### src/rtl/eth_pkg.sv
// Shared Ethernet/ARP constants, transmitter state type and the byte-wise CRC-32 step.
package eth_pkg;

  localparam logic [15:0] ETH_TYPE_ARP  = 16'h0806;
  localparam logic [15:0] ARP_HTYPE_ETH = 16'h0001;
  localparam logic [15:0] ARP_PTYPE_IP  = 16'h0800;
  localparam logic [7:0]  ARP_HLEN      = 8'h06;
  localparam logic [7:0]  ARP_PLEN      = 8'h04;
  localparam logic [15:0] ARP_OP_REQ    = 16'h0001;
  localparam logic [15:0] ARP_OP_RPLY   = 16'h0002;
  localparam logic [7:0]  PREAMBLE_BYTE = 8'h55;
  localparam logic [7:0]  SFD_BYTE      = 8'hD5;
  localparam logic [31:0] CRC32_POLY    = 32'hEDB88320;
  localparam logic [31:0] CRC32_INIT    = 32'hFFFFFFFF;
  localparam logic [5:0]  HDR_LAST      = 6'd41;
  localparam logic [5:0]  PAD_LAST      = 6'd17;
  localparam logic [5:0]  FCS_LAST      = 6'd3;

  typedef enum logic [2:0] {
    ST_IDLE     = 3'd0,
    ST_PREAMBLE = 3'd1,
    ST_SFD      = 3'd2,
    ST_HDR      = 3'd3,
    ST_PAD      = 3'd4,
    ST_FCS      = 3'd5,
    ST_IFG      = 3'd6
  } tx_state_e;

  // Reflected CRC-32, data bits consumed LSB first.
  function automatic logic [31:0] crc32_byte(input logic [31:0] crc, input logic [7:0] data);
    logic [31:0] c;
    c = crc;
    for (int i = 0; i < 8; i++) begin
      c = (c[0] ^ data[i]) ? ((c >> 1) ^ CRC32_POLY) : (c >> 1);
    end
    return c;
  endfunction

endpackage

### src/rtl/crc32_d8.sv
// Byte-parallel CRC-32 accumulator: clear to the init value, absorb one byte per enabled cycle.
module crc32_d8 import eth_pkg::*; (
  input  logic        clk,
  input  logic        rst_n,
  input  logic        i_clr,
  input  logic        i_en,
  input  logic [7:0]  i_data,
  output logic [31:0] o_crc
);

  logic [31:0] r_crc;

  // CRC register: clear has priority over enable.
  always_ff @(posedge clk) begin
    if (!rst_n) begin
      r_crc <= CRC32_INIT;
    end else if (i_clr) begin
      r_crc <= CRC32_INIT;
    end else if (i_en) begin
      r_crc <= crc32_byte(r_crc, i_data);
    end else begin
      r_crc <= r_crc;
    end
  end

  assign o_crc = r_crc;

endmodule

### src/rtl/arp_frame_tx.sv
// ARP request/reply frame transmitter: queues one request and one reply, serialises
// preamble, SFD, header, pad and FCS as bytes or nibbles, then holds off for the IFG.
module arp_frame_tx import eth_pkg::*; #(
  parameter int DATA_W       = 8,
  parameter int PREAMBLE_LEN = 7,
  parameter int IFG_LEN      = 12
) (
  input  logic              clk,
  input  logic              rst_n,
  input  logic [47:0]       local_mac,
  input  logic [31:0]       local_ip,
  input  logic              req_start,
  input  logic [31:0]       req_ip,
  input  logic              rply_start,
  input  logic [47:0]       rply_mac,
  input  logic [31:0]       rply_ip,
  output logic [DATA_W-1:0] tx_data,
  output logic              tx_valid,
  output logic              tx_done,
  output logic              tx_busy,
  output logic [15:0]       frame_cnt
);

  localparam bit        NIBBLE   = (DATA_W == 4);
  localparam logic [5:0] PRE_LAST = 6'(PREAMBLE_LEN - 1);
  localparam logic [5:0] IFG_LAST = (IFG_LEN == 0) ? 6'd0 : 6'(IFG_LEN - 1);

  logic        r_req_pend, r_rply_pend;
  logic [31:0] r_req_ip, r_rply_ip;
  logic [47:0] r_rply_mac;

  tx_state_e   r_state;
  logic [5:0]  r_cnt;
  logic        r_phase;
  logic        r_is_rply;
  logic [47:0] r_src_mac, r_tgt_mac;
  logic [31:0] r_src_ip, r_tgt_ip;

  logic [DATA_W-1:0] r_tx_data;
  logic              r_tx_valid, r_tx_done, r_tx_busy;
  logic [15:0]       r_frame_cnt;

  logic        w_byte_end, w_cnt_last, w_state_done, w_launch, w_valid_st, w_frame_end, w_crc_en;
  tx_state_e   w_next_state;
  logic [335:0] w_hdr;
  logic [8:0]  w_hdr_lsb;
  logic [31:0] w_crc, w_fcs;
  logic [7:0]  w_byte, w_shift;

  // Byte sequencing, next-state and launch decisions.
  always_comb begin
    w_byte_end = NIBBLE ? r_phase : 1'b1;
    w_cnt_last = 1'b0;
    w_next_state = ST_IDLE;
    case (r_state)
      ST_PREAMBLE: begin w_cnt_last = (r_cnt == PRE_LAST); w_next_state = ST_SFD; end
      ST_SFD:      begin w_cnt_last = 1'b1;                 w_next_state = ST_HDR; end
      ST_HDR:      begin w_cnt_last = (r_cnt == HDR_LAST);  w_next_state = ST_PAD; end
      ST_PAD:      begin w_cnt_last = (r_cnt == PAD_LAST);  w_next_state = ST_FCS; end
      ST_FCS:      begin w_cnt_last = (r_cnt == FCS_LAST);
                         w_next_state = (IFG_LEN == 0) ? ST_IDLE : ST_IFG; end
      ST_IFG:      begin w_cnt_last = (r_cnt == IFG_LAST);  w_next_state = ST_IDLE; end
      default:     begin w_cnt_last = 1'b0;                 w_next_state = ST_IDLE; end
    endcase
    w_state_done = w_byte_end && w_cnt_last;
    w_frame_end  = (r_state == ST_FCS) && w_state_done;
    // A queued frame may follow the gap directly so the idle time is exactly IFG_LEN.
    w_launch = (r_req_pend || r_rply_pend) &&
               ((r_state == ST_IDLE) ||
                (w_state_done && ((r_state == ST_IFG) || ((r_state == ST_FCS) && (IFG_LEN == 0)))));
    w_valid_st = (r_state == ST_PREAMBLE) || (r_state == ST_SFD) || (r_state == ST_HDR) ||
                 (r_state == ST_PAD) || (r_state == ST_FCS);
    w_crc_en = w_byte_end && ((r_state == ST_HDR) || (r_state == ST_PAD));
  end

  // Header byte mux and beat selection.
  always_comb begin
    w_hdr = {(r_is_rply ? r_tgt_mac : 48'hFFFF_FFFF_FFFF), r_src_mac, ETH_TYPE_ARP,
             ARP_HTYPE_ETH, ARP_PTYPE_IP, ARP_HLEN, ARP_PLEN,
             (r_is_rply ? ARP_OP_RPLY : ARP_OP_REQ), r_src_mac, r_src_ip, r_tgt_mac, r_tgt_ip};
    w_hdr_lsb = {(HDR_LAST - r_cnt), 3'b000};
    w_fcs = ~w_crc;
    case (r_state)
      ST_PREAMBLE: w_byte = PREAMBLE_BYTE;
      ST_SFD:      w_byte = SFD_BYTE;
      ST_HDR:      w_byte = w_hdr[w_hdr_lsb +: 8];
      ST_FCS:      w_byte = w_fcs[{r_cnt[1:0], 3'b000} +: 8];
      default:     w_byte = 8'h00;
    endcase
    if (NIBBLE && r_phase) begin
      w_shift = {4'h0, w_byte[7:4]};
    end else begin
      w_shift = w_byte;
    end
  end

  crc32_d8 u_crc (
    .clk    (clk),
    .rst_n  (rst_n),
    .i_clr  (w_launch),
    .i_en   (w_crc_en),
    .i_data (w_byte),
    .o_crc  (w_crc)
  );

  // Pending flags and latched start fields; a new pulse outranks the clear on launch.
  always_ff @(posedge clk) begin
    if (!rst_n) begin
      r_req_pend  <= 1'b0;
      r_rply_pend <= 1'b0;
      r_req_ip    <= 32'h0;
      r_rply_mac  <= 48'h0;
      r_rply_ip   <= 32'h0;
    end else begin
      if (req_start) begin
        r_req_pend <= 1'b1;
        r_req_ip   <= req_ip;
      end else if (w_launch && !r_rply_pend) begin
        r_req_pend <= 1'b0;
      end else begin
        r_req_pend <= r_req_pend;
      end
      if (rply_start) begin
        r_rply_pend <= 1'b1;
        r_rply_mac  <= rply_mac;
        r_rply_ip   <= rply_ip;
      end else if (w_launch) begin
        r_rply_pend <= 1'b0;
      end else begin
        r_rply_pend <= r_rply_pend;
      end
    end
  end

  // Frame FSM with one-cycle registered output stage.
  always_ff @(posedge clk) begin
    if (!rst_n) begin
      r_state     <= ST_IDLE;
      r_cnt       <= 6'd0;
      r_phase     <= 1'b0;
      r_is_rply   <= 1'b0;
      r_src_mac   <= 48'h0;
      r_src_ip    <= 32'h0;
      r_tgt_mac   <= 48'h0;
      r_tgt_ip    <= 32'h0;
      r_tx_data   <= '0;
      r_tx_valid  <= 1'b0;
      r_tx_done   <= 1'b0;
      r_tx_busy   <= 1'b0;
      r_frame_cnt <= 16'd0;
    end else begin
      if (w_launch) begin
        r_state   <= ST_PREAMBLE;
        r_cnt     <= 6'd0;
        r_phase   <= 1'b0;
        r_is_rply <= r_rply_pend;
        r_src_mac <= local_mac;
        r_src_ip  <= local_ip;
        r_tgt_mac <= r_rply_pend ? r_rply_mac : 48'h0;
        r_tgt_ip  <= r_rply_pend ? r_rply_ip : r_req_ip;
      end else if (r_state != ST_IDLE) begin
        if (!w_byte_end) begin
          r_phase <= 1'b1;
        end else begin
          r_phase <= 1'b0;
          if (w_cnt_last) begin
            r_cnt   <= 6'd0;
            r_state <= w_next_state;
          end else begin
            r_cnt <= r_cnt + 6'd1;
          end
        end
      end else begin
        r_phase <= 1'b0;
      end
      r_tx_valid <= w_valid_st;
      r_tx_data  <= w_valid_st ? w_shift[DATA_W-1:0] : '0;
      r_tx_busy  <= (r_state != ST_IDLE);
      r_tx_done  <= w_frame_end;
      if (w_frame_end) begin
        r_frame_cnt <= r_frame_cnt + 16'd1;
      end else begin
        r_frame_cnt <= r_frame_cnt;
      end
    end
  end

  assign tx_data   = r_tx_data;
  assign tx_valid  = r_tx_valid;
  assign tx_done   = r_tx_done;
  assign tx_busy   = r_tx_busy;
  assign frame_cnt = r_frame_cnt;

endmodule

### config.mk
export PLATFORM = sky130hd
export DESIGN_NAME = arp_frame_tx
export DESIGN_NICKNAME = d
export VERILOG_FILES = /design/src/rtl/eth_pkg.sv /design/src/rtl/crc32_d8.sv /design/src/rtl/arp_frame_tx.sv
export SDC_FILE = /design/constraint.sdc
export NUM_CORES = 1
export LEC_CHECK = 0
export CAP_MARGIN = 20
export CORE_ASPECT_RATIO = 0.7
export CORE_MARGIN = 8
export CORE_UTILIZATION = 55
export DETAILED_ROUTE_END_ITERATION = 8
export MAX_ROUTING_LAYER = met4
export PLACE_DENSITY = 0.8
export SETUP_SLACK_MARGIN = 0.02
export SLEW_MARGIN = 20
export SYNTH_ARGS = -nofsm -noshare
export SYNTH_HDL_FRONTEND = slang
export SYNTH_SLANG_ARGS = --single-unit
### constraint.sdc
create_clock -name clk -period 5.2 [get_ports clk]
set_input_delay 0.52 -clock clk [delete_from_list [all_inputs] [get_ports clk]]
set_output_delay 0.52 -clock clk [all_outputs]
set_load 0.02 [all_outputs]
Yosys cells after proc, flatten, opt, wreduce, memory -nomap -nowiden
Cells that the tools add are included.
{"block": "totals", "elab_cells": 98, "out_inout_bits": 27, "ff_bits": 343}
{"block": "op_classes", "n_eq_ne": 11, "shifts": 2, "n_addsub": 3, "n_bitwise": 18, "muxes": 23, "n_reduce_logical": 22}
{"operator": "336-bit by 10-bit indexed part select with 8-bit output", "count": 1}
{"operator": "32-bit two-way mux", "count": 9}
{"operator": "13-bit NOT with 14-bit output", "count": 8}
{"operator": "48-bit two-way mux", "count": 2}
{"operator": "32-bit NOT", "count": 1}
{"operator": "8-bit one-hot mux with 4 select lines", "count": 1}
{"operator": "32-bit by 6-bit indexed part select with 8-bit output", "count": 1}
{"operator": "16-bit by 1-bit adder with 16-bit output, second input constant", "count": 1}
{"operator": "3-bit one-hot mux with 5 select lines", "count": 1}
{"operator": "3-bit equality test, second input constant", "count": 3}
{"operator": "2-bit nonzero test", "count": 4}
{"operator": "1-bit XOR", "count": 8}
{"operator": "1-bit logical OR", "count": 7}
{"operator": "1-bit two-way mux", "count": 7}
{"operator": "6-bit by 1-bit adder with 6-bit output, second input constant", "count": 1}
{"operator": "3-bit by 2-bit equality test with 1-bit output, second input constant", "count": 2}
{"operator": "6-bit by 2-bit equality test with 1-bit output, second input constant", "count": 1}
{"operator": "6-bit by 3-bit equality test with 1-bit output, second input constant", "count": 1}
{"operator": "6-bit by 4-bit equality test with 1-bit output, second input constant", "count": 1}
{"operator": "6-bit by 5-bit equality test with 1-bit output, second input constant", "count": 1}
{"operator": "6-bit equality test, second input constant", "count": 1}
{"operator": "6-bit two-way mux", "count": 1}
{"operator": "1-bit one-hot mux with 6 select lines", "count": 1}
{"operator": "2-bit AND reduction", "count": 3}
{"operator": "other kinds (9)", "count": 12}

Depth between registers and ports, before layout
Gate-level depths: netlist of the first run.
{"block": "logic_depth", "depth_word": 19, "ltp_mapped": 19, "ltp_nobuf": 12}

Modules after synthesis
A second synthesis of the first run with hierarchy kept.
{"block": "unflattened", "cells_unflattened": 1622, "area_unflattened_um2": 15770.1}
{"mod": "arp_frame_tx", "seq_area_each_um2": 6226.0, "area_per_inst_um2": 13695.6, "n_inst": 1, "cells_per_inst": 1445}
{"mod": "crc32_d8", "seq_area_each_um2": 640.6, "area_per_inst_um2": 2074.5, "n_inst": 1, "cells_per_inst": 177}

Worst setup path after synthesis of the first run
No wires, ideal clock.
{"block": "synth_timing", "kind": "register -> register", "start": "register r_cnt[1]", "end": "register u_crc.r_crc[26] (netlist: u_crc.o_crc[26])", "setup_slack_ns": 1.033, "period_less_slack_ns": 4.167, "path_stages_with_launch": 19, "path_buffers": 6, "arrival_ns": 4.039, "setup_ns": 0.128, "cell_sequence": "dfxtp_1 buf_6 buf_12 buf_12 buf_4 inv_1 ha_1 buf_4 inv_1 clkbuf_1 nor2_1 a22o_1 a2111oi_0 o31ai_4 xor2_4 xor2_4 xor2_2 xnor2_1 a21oi_1"}
{"block": "synth_via", "elab_chain_len": 14}
{"element": "start, declared", "line_no": "arp_frame_tx.sv:33", "text": "logic [5:0] r_cnt;"}
{"element": "start signal, assigned", "line_no": "arp_frame_tx.sv:170", "text": "r_cnt <= r_cnt + 6'd1;"}
{"element": "6-bit subtractor", "line_no": "arp_frame_tx.sv:81", "text": "w_hdr_lsb = {(HDR_LAST - r_cnt), 3'b000};"}
{"element": "336-bit by 10-bit indexed part select with 8-bit output", "line_no": "arp_frame_tx.sv:86", "text": "ST_HDR: w_byte = w_hdr[w_hdr_lsb +: 8];"}
{"element": "8-bit one-hot mux with 4 select lines", "line_no": "arp_frame_tx.sv:83", "text": "case (r_state)"}
{"element": "1-bit XOR", "line_no": "eth_pkg.sv:34", "text": "c = (c[0] ^ data[i]) ? ((c >> 1) ^ CRC32_POLY) : (c >> 1);"}
{"element": "32-bit two-way mux", "line_no": "eth_pkg.sv:34"}
{"element": "32-bit two-way mux or 13-bit NOT with 14-bit output (tied branches)"}
{"element": "32-bit two-way mux", "line_no": "eth_pkg.sv:34"}
{"element": "32-bit two-way mux or 13-bit NOT with 14-bit output (tied branches)"}
{"element": "32-bit two-way mux (2 in a row)", "line_no": "eth_pkg.sv:34"}
{"element": "1-bit XOR or 13-bit NOT with 14-bit output (tied branches)"}
{"element": "32-bit two-way mux", "line_no": "eth_pkg.sv:34"}
{"element": "13-bit NOT with 14-bit output (no line)"}
{"element": "32-bit two-way mux", "line_no": "eth_pkg.sv:34"}
{"element": "end signal, assigned", "line_no": "crc32_d8.sv:20", "text": "r_crc <= crc32_byte(r_crc, i_data);"}
{"element": "end signal, assigned", "line_no": "crc32_d8.sv:22", "text": "r_crc <= r_crc;"}
{"element": "end, declared", "line_no": "crc32_d8.sv:11", "text": "logic [31:0] r_crc;"}
Parallel ways exist; a longest one is shown, timed or not.
A chain may end at the register's enable or synchronous reset.

Worst setup path after layout of the first run
{"block": "layout_timing", "start": "register r_cnt[1]", "end": "register u_crc.r_crc[24] (netlist: u_crc.o_crc[24])"}
{"block": "layout_via", "elab_chain_len": 17}
{"element": "6-bit subtractor", "line_no": "arp_frame_tx.sv:81"}
{"element": "336-bit by 10-bit indexed part select with 8-bit output", "line_no": "arp_frame_tx.sv:86"}
{"element": "8-bit one-hot mux with 4 select lines", "line_no": "arp_frame_tx.sv:83"}
{"element": "1-bit XOR", "line_no": "eth_pkg.sv:34"}
{"element": "32-bit two-way mux", "line_no": "eth_pkg.sv:34"}
{"element": "13-bit NOT with 14-bit output (no line)"}
{"element": "32-bit two-way mux", "line_no": "eth_pkg.sv:34"}
{"element": "13-bit NOT with 14-bit output (no line)"}
{"element": "32-bit two-way mux (2 in a row)", "line_no": "eth_pkg.sv:34"}
{"element": "13-bit NOT with 14-bit output (no line)"}
{"element": "32-bit two-way mux", "line_no": "eth_pkg.sv:34"}
{"element": "13-bit NOT with 14-bit output (no line)"}
{"element": "32-bit two-way mux (2 in a row)", "line_no": "eth_pkg.sv:34"}
{"element": "13-bit NOT with 14-bit output (no line)"}
{"element": "32-bit two-way mux", "line_no": "eth_pkg.sv:34"}
Parallel ways exist; a longest one is shown, timed or not.

==> results_dict.tcl, run 1 <==
set metrics [dict create \
    first_pass_grt_wire_length_mm 74.35 \
    post_cts_buffers 0 \
    outcome "finished, final reports clean" \
    required_ps 5720 \
    count_of_hold_fix_buffers_inserted_at_cts 0 \
    clkSlewWorstSetupHoldPaths_ps 70 \
    drive_gt1_share_pct 9.145 \
    critical_path.endpoint_type "register" \
    grt_setup_unrepaired "false" \
    yosysWarningCount 0 \
    synth.cells.most_frequent "sky130_fd_sc_hd__dfxtp_1 (343), sky130_fd_sc_hd__nand2_1 (212), sky130_fd_sc_hd__mux2i_1 (137), sky130_fd_sc_hd__nor2b_1 (122), sky130_fd_sc_hd__nor2_1 (104)" \
    setup_viol 0 \
    number_of_enable_flip_flop_cells_after_synthesis 0 \
    post_cts.resized_instances 0 \
    cts_root_buffer "sky130_fd_sc_hd__clkbuf_16" \
    maximum_number_of_pins_on_one_net_before_global_route_repair 104 \
    worst-path-max-fanout 46 \
    syn2layout_area_growth_pct 22.30 \
    core.rowCount 52 \
    timing.clock.skew_ps 13.02 \
    synth_ff_type "sky130_fd_sc_hd__dfxtp_1" \
    fin_tns_setup_ps 0 \
    die_width_um 220.3 \
    gr-usage-all-layers_pct 27.25 \
    dr.first_iter.drc_count 1457 \
    clk-insertion-delay-late_ps 590 \
    post_synth_mux_area_share_pct 15.13 \
    fin_crit_ps 4523 \
    avgViaCountPerCell 5.901 \
    holdCritPathClass "register to register" \
    synth_area_leader_cell "sky130_fd_sc_hd__dfxtp_1" \
    critPathMostFrequentCell "sky130_fd_sc_hd__buf_4" \
    cpMaxStageDelayCell "sky130_fd_sc_hd__o41ai_1" \
    synth_cells 1661 \
    compound_cell_area_share_of_the_yosys_netlist_pct 15.33 \
    synth_largest_type_area_fraction_pct 42.75 \
    yosys.area_share.adder_pct 0.3895 \
    drt_pre_antenna_iters 7 \
    postRouteWirelength_mm 47.83 \
    core_um2 28820 \
    timing_hold_violations_final 0 \
    irDropWorstVdd_mv 0.2867 \
    start_util_pct 55.73 \
    worst_rel_slew_slack_pct 28.55 \
    yosys-top-cells-area "sky130_fd_sc_hd__dfxtp_1 (43%), sky130_fd_sc_hd__mux2i_1 (8.5%), sky130_fd_sc_hd__mux4_2 (5.5%)" \
    cp_slowest_stage_delay_ps 630 \
    design.portCount 223 \
    leakage_component_of_the_power_nw 7.637 \
    synth-async-reset-ratio_pct 0 \
    finalMaxSlewViolations 0 \
    cts_htree_levels 1 \
    die_y_um 159.0 \
    synth_seq_cells 343 \
    timing.critical_path.arrival_ps 5040 \
    synthesis.area_per_instance_um2 9.670 \
    avgRoutedWirePerCell_um 21.47 \
    main_combinational_cell_family_by_area_after_synthesis "simple AND/OR/NAND/NOR gates" \
    syn_area_um2 16060 \
    via_count_of_the_first_global_routing_pass 12850 \
    post_synth_xor_area_fraction_pct 5.881 \
    post-layout-total-power_mw 6.328 \
    fin_crit_sh_pct 86.98 \
    power_per_cell_area_nw_per_um2 322.2 \
    post-route-drc-count 0 \
    crit_path_cell_trace "buf_4, buf_4, mux4_2, nor2_1, nor4_1, o41ai_1, o22ai_1, xor2_1, or3_1, nand2_1, xnor3_1, o21ai_1" \
    via_count 13150 \
    n_fill_cell 2255 \
    tightestPinTransition_ps 1072 \
    fmax_ghz 0.2211 \
    startpoint_type "register" \
    netlist-cell-type-count 82 \
    die-area_um2 35010 \
    cts_sinks 343 \
    synth.yosys.seq_area_share_pct 42.75 \
    synth_simple_gate_area_share_pct 16.26 \
    cts_buffers 31 \
    synth_nets 1862 \
    num-nets-final 2024 \
    place.port_buffers 222 \
    critPathKind "register to register" \
    postRouteAntennaNets 0 \
    synthMostInstantiatedCell "sky130_fd_sc_hd__dfxtp_1" \
    cts_tree "done" \
    gp_routability_congestion 0.9464 \
    antenna_found_initial 2 \
    max-cap-violations 0 \
    cts_buffer_depth 3 \
    globalRoute.totalOverflow 0 \
    dpl.hpwl_mm 35.05 \
]
## final cells by class
cell class                      count  area, um^2  area share (%)
Timing Repair Buffer              258        2482           12.64
Clock inverter                     16       305.3           1.554
Sequential cell                   343        6874           35.00
Clock buffer                       42       857.1           4.363
Tap cell                          378       473.0           2.408
Antenna cell                        2       5.005         0.02548
Multi-Input combinational cell   1162        8544           43.50
Inverter                           27       101.3          0.5160
## power by group
part	total (mW)	switching [mW]	internal, mW	leakage [nW]
registers	2.88	0.116	2.76	2.81
clock network	2.60	1.04	1.56	0.563
logic	0.848	0.433	0.414	4.27
total	6.33	1.59	4.74	7.64
## cell families after synthesis
family / count (synthesis)
compound gates: 336
buf+inv: 156
xor+xnor: 89
mux: 188
flops: 343
fa+ha+maj: 5
simple gates: 544
## per-layer routing
metal | share of wire (%) | routed length [um] | global-route usage (%) | vias to the layer above
li1 | - | - | - | 6163
met1 | 47 | 22410 | 39.13 | 6376
met2 | 43 | 20480 | 38.73 | 518
met3 | 7.8 | 3707 | 5.505 | 90
met4 | 2.6 | 1232 | 6.790 | 0
met5 | 0 | 0 | - | -
## per-stage QoR
stage / utilization, % / setup slack [ps] / hold slack, ps / area (um^2) / std cells
CTS: 68.13 / 702.7 / 441.1 / 19640 / 2226
detailed placement: 64.10 / 749.3 / 453.2 / 18470 / 2168
global placement: 64.08 / 879.0 / 445.4 / 18470 / 2168
global route: 68.15 / 407.4 / 478.8 / 19640 / 2228
floorplan: - / 1033 / 431.0 / 16060 / 1661
finish: 68.15 / 676.8 / 465.8 / 19640 / 2228
## cell usage in the layout (no fill, tap or decap), types with 39 or more instances in the layout
cell type,Yosys,layout
sky130_fd_sc_hd__mux2i_1,137,137
sky130_fd_sc_hd__nor2_1,104,103
sky130_fd_sc_hd__nor2b_1,122,122
sky130_fd_sc_hd__xnor2_1,54,54
sky130_fd_sc_hd__a21oi_1,47,47
sky130_fd_sc_hd__a22o_1,51,51
sky130_fd_sc_hd__dfxtp_1,343,341
sky130_fd_sc_hd__a21boi_0,81,81
sky130_fd_sc_hd__clkdlybuf4s50_1,0,219
sky130_fd_sc_hd__mux4_2,39,39
sky130_fd_sc_hd__nand2_1,212,212
## final timing paths
| kind | startpoint | cells past startpoint | endpoint | slack, ps |
|---|---|---|---|---|
| worst max-delay path | r_cnt[1] | 12 | u_crc.o_crc[24] | 680 |
| worst min-delay path | r_src_mac[18] | 2 | r_src_mac[18] | 470 |
| worst max register to register | r_cnt[1] | 12 | u_crc.o_crc[24] | 680 |
| worst min register to register | r_src_mac[18] | 2 | r_src_mac[18] | 470 |
## critical path, delay by kind of cell, from the launching register on
kind                   cells  cell delay [ps]
AO/OA/AOI/OAI              3             1020
multiplexers               1              570
buffers and inverters      2              970
XOR/XNOR                   2              600
flip-flops                 1              340
AND/OR/NAND/NOR            4              910
## state kept, by name, indices dropped and copies added, names as in the netlist, 3 cells and up
signal	flops
r_tgt_mac	48
r_req_ip	32
u_crc.o_crc	32
r_rply_ip	32
tx_data	8
frame_cnt	16
r_src_mac	48
r_cnt	6
r_tgt_ip	32
r_state	3
r_src_ip	32
r_rply_mac	48
No activity file was read; power rests on OpenSTA's default activity.
==> run 2: changes to the inputs <==
Settings changed: CTS_CLUSTER_DIAMETER set to 200, MAX_ROUTING_LAYER met4 to not set, SETUP_SLACK_MARGIN 0.02 to 0.05.
==> run 2 against run 1 <==
Effect of this change: register-to-register slack better by 80 ps; first-iteration DRC count is 0.82% higher; clock skew is 15 ps higher; total power is 2.4% lower; final cell count is 0.54% lower; global-route usage is 1.1 points lower; combinational power is 0.8% lower; clock power is 5% lower; critical endpoint unchanged.
==> results_dict.tcl, run 2 (same netlist as run 1, synthesis figures left out) <==
set metrics [dict create \
    clk-insertion-delay-late_ps 540 \
    cts_buffers 34 \
    swShare_pct 25.54 \
    globalRoute.totalOverflow 0 \
    core.rowCount 52 \
    finish.cell_count_without_fillers 2216 \
    n_antenna_cell 0 \
    power_per_cell_area_nw_per_um2 316.2 \
    via_count_of_the_first_global_routing_pass 12860 \
    avgRoutedWirePerCell_um 21.25 \
    post-route-drc-count 0 \
    gp_routability_congestion 0.9355 \
    power_report.internal_total_mw 4.601 \
    avgViaCountPerCell 5.924 \
    postRouteAntennaNets 0 \
    sequentialPowerShare_pct 46.6 \
    post_cts.resized_instances 0 \
    tightestPinTransition_ps 1094 \
    via_count 13130 \
    drive_gt1_share_pct 8.760 \
    place.detailed.instances 2160 \
    wl_met3_mm 3.673 \
    dpl.hpwl_mm 33.77 \
    max-cap-violations 0 \
    largestRegisters "r_rply_mac: 48 flops, r_src_mac: 48 flops, r_tgt_mac: 48 flops" \
    critical_path.endpoint_type "register" \
    die_width_um 220.3 \
    fin_crit_ps 4448 \
    syn2layout_area_growth_pct 21.67 \
    gr-usage-all-layers_pct 26.17 \
    outcome "finished, final reports clean" \
    layout_commonest_cell "sky130_fd_sc_hd__dfxtp_1" \
    die_y_um 159.0 \
    cts_buffer_depth 3 \
    n_fill_cell 2220 \
    start_util_pct 55.73 \
    postRouteWirelength_mm 47.10 \
    cts_root_buffer "sky130_fd_sc_hd__clkbuf_16" \
    cts_htree_levels 2 \
    count_of_hold_fix_buffers_inserted_at_cts 0 \
    critPathKind "register to register" \
    holdCritPathClass "input pin to register" \
    met2_wirelength_mm 20.72 \
    clkSlewWorstSetupHoldPaths_ps 70 \
    core_um2 28820 \
    comb_power_share_pct 13.6 \
    fmax_ghz 0.2248 \
    antenna_found_initial 2 \
    startpoint_type "register" \
    die-area_um2 35010 \
    num-nets-final 2020 \
    net-switching-power_mw 1.578 \
    fin_crit_sh_pct 85.54 \
    post_cts_buffers 0 \
    first_pass_grt_wire_length_mm 73.87 \
    timing.critical_path.arrival_ps 4900 \
    irDropWorstVdd_mv 0.2177 \
    grt_setup_unrepaired "false" \
    dr.first_iter.drc_count 1469 \
    dr.max_layer_used "met5" \
    setup_viol 0 \
    cts_tree "done" \
    place.port_buffers 222 \
    design.portCount 223 \
    required_ps 5650 \
    worst-path-max-fanout 51 \
    timing_hold_violations_final 0 \
    clkPwrFrac_pct 39.8 \
    maximum_number_of_pins_on_one_net_before_global_route_repair 116 \
    worst_rel_slew_slack_pct 27.05 \
    layout.cells.most_common_list "sky130_fd_sc_hd__dfxtp_1 (341), sky130_fd_sc_hd__clkdlybuf4s50_1 (219), sky130_fd_sc_hd__nand2_1 (212), sky130_fd_sc_hd__mux2i_1 (137), sky130_fd_sc_hd__nor2b_1 (122)" \
    timing.clock.skew_ps 27.77 \
    drt_pre_antenna_iters 7 \
    cts_sinks 343 \
    finalMaxSlewViolations 0 \
    leakage_component_of_the_power_nw 7.590 \
    fin_tns_setup_ps 0 \
    route.layer.met1.wl_mm 22.00 \
]
-- run 2: changes by cell type in the layout (fill, tap and decap cells not counted), sizes merged --
cell and delta:
clkinv +2, bufinv -7, inv -2, diode -2, clkinvlp -2, clkbuf +6, buf -7
-- run 2: power by group through the flow --
stage / sequential, mW / clock (mW) / combinational [mW]
2_1_floorplan: 2.88 / 0 / 0.541
3_3_place_gp: 2.93 / 0 / 0.820
3_5_place_dp: 2.93 / 0 / 0.832
4_1_cts: 2.87 / 2.49 / 0.839
5_1_grt: 2.89 / 2.59 / 0.915
6_report: 2.88 / 2.46 / 0.841
-- run 2: critical path, stage by stage (launching register included) --
cell and delay [ps]:
sky130_fd_sc_hd__dfxtp_4 480, sky130_fd_sc_hd__buf_4 700, sky130_fd_sc_hd__mux4_2 630, sky130_fd_sc_hd__nor2_1 170, sky130_fd_sc_hd__nor4_1 80, sky130_fd_sc_hd__o41ai_1 590, sky130_fd_sc_hd__o22ai_1 260, sky130_fd_sc_hd__xor2_1 250
sky130_fd_sc_hd__or3_1 440, sky130_fd_sc_hd__nand2_1 220, sky130_fd_sc_hd__xnor3_1 350, sky130_fd_sc_hd__o21ai_1 130
-- run 2: through the flow --
stage	area [um^2]	util [%]	hold WS (ps)	total power [mW]	setup WS, ps
final	19540	67.80	450.7	6.179	751.9
after global routing	19540	67.80	465.0	6.397	572.6
after CTS	19540	67.78	428.9	6.202	810.1
after detailed placement	18420	63.92	451.3	3.762	833.7
after global placement	18420	63.92	447.3	3.746	871.3
after floorplan	16060	-	431.0	3.416	1033
-- run 2: area by class of cell --
| class | count | area [um^2] | share of cell area [%] |
|---|---|---|---|
| multi-input combinational | 1162 | 8539 | 43.70 |
| sequential | 343 | 6874 | 35.18 |
| timing repair buffer | 251 | 2442 | 12.50 |
| clock buffer | 48 | 1026 | 5.250 |
| tap | 378 | 473.0 | 2.420 |
| inverter | 27 | 101.3 | 0.5186 |
| clock inverter | 7 | 86.33 | 0.4418 |
-- run 2: worst paths after layout --
path	startpoint	to	slack (ps)	cells past startpoint
worst max register to register	r_cnt[1]	u_crc.o_crc[24]	750	11
worst min register to register	r_req_ip[26]	r_tgt_ip[26]	460	2
worst min-delay path	rst_n	frame_cnt[9]	450	2
worst max-delay path	r_cnt[1]	u_crc.o_crc[24]	750	11
-- run 2: layer usage --
layer	vias to the layer above	track usage, %
li1	6151	-
met1	6360	38.89
met2	546	39.19
met3	67	4.746
met4	4	5.207
met5	-	0
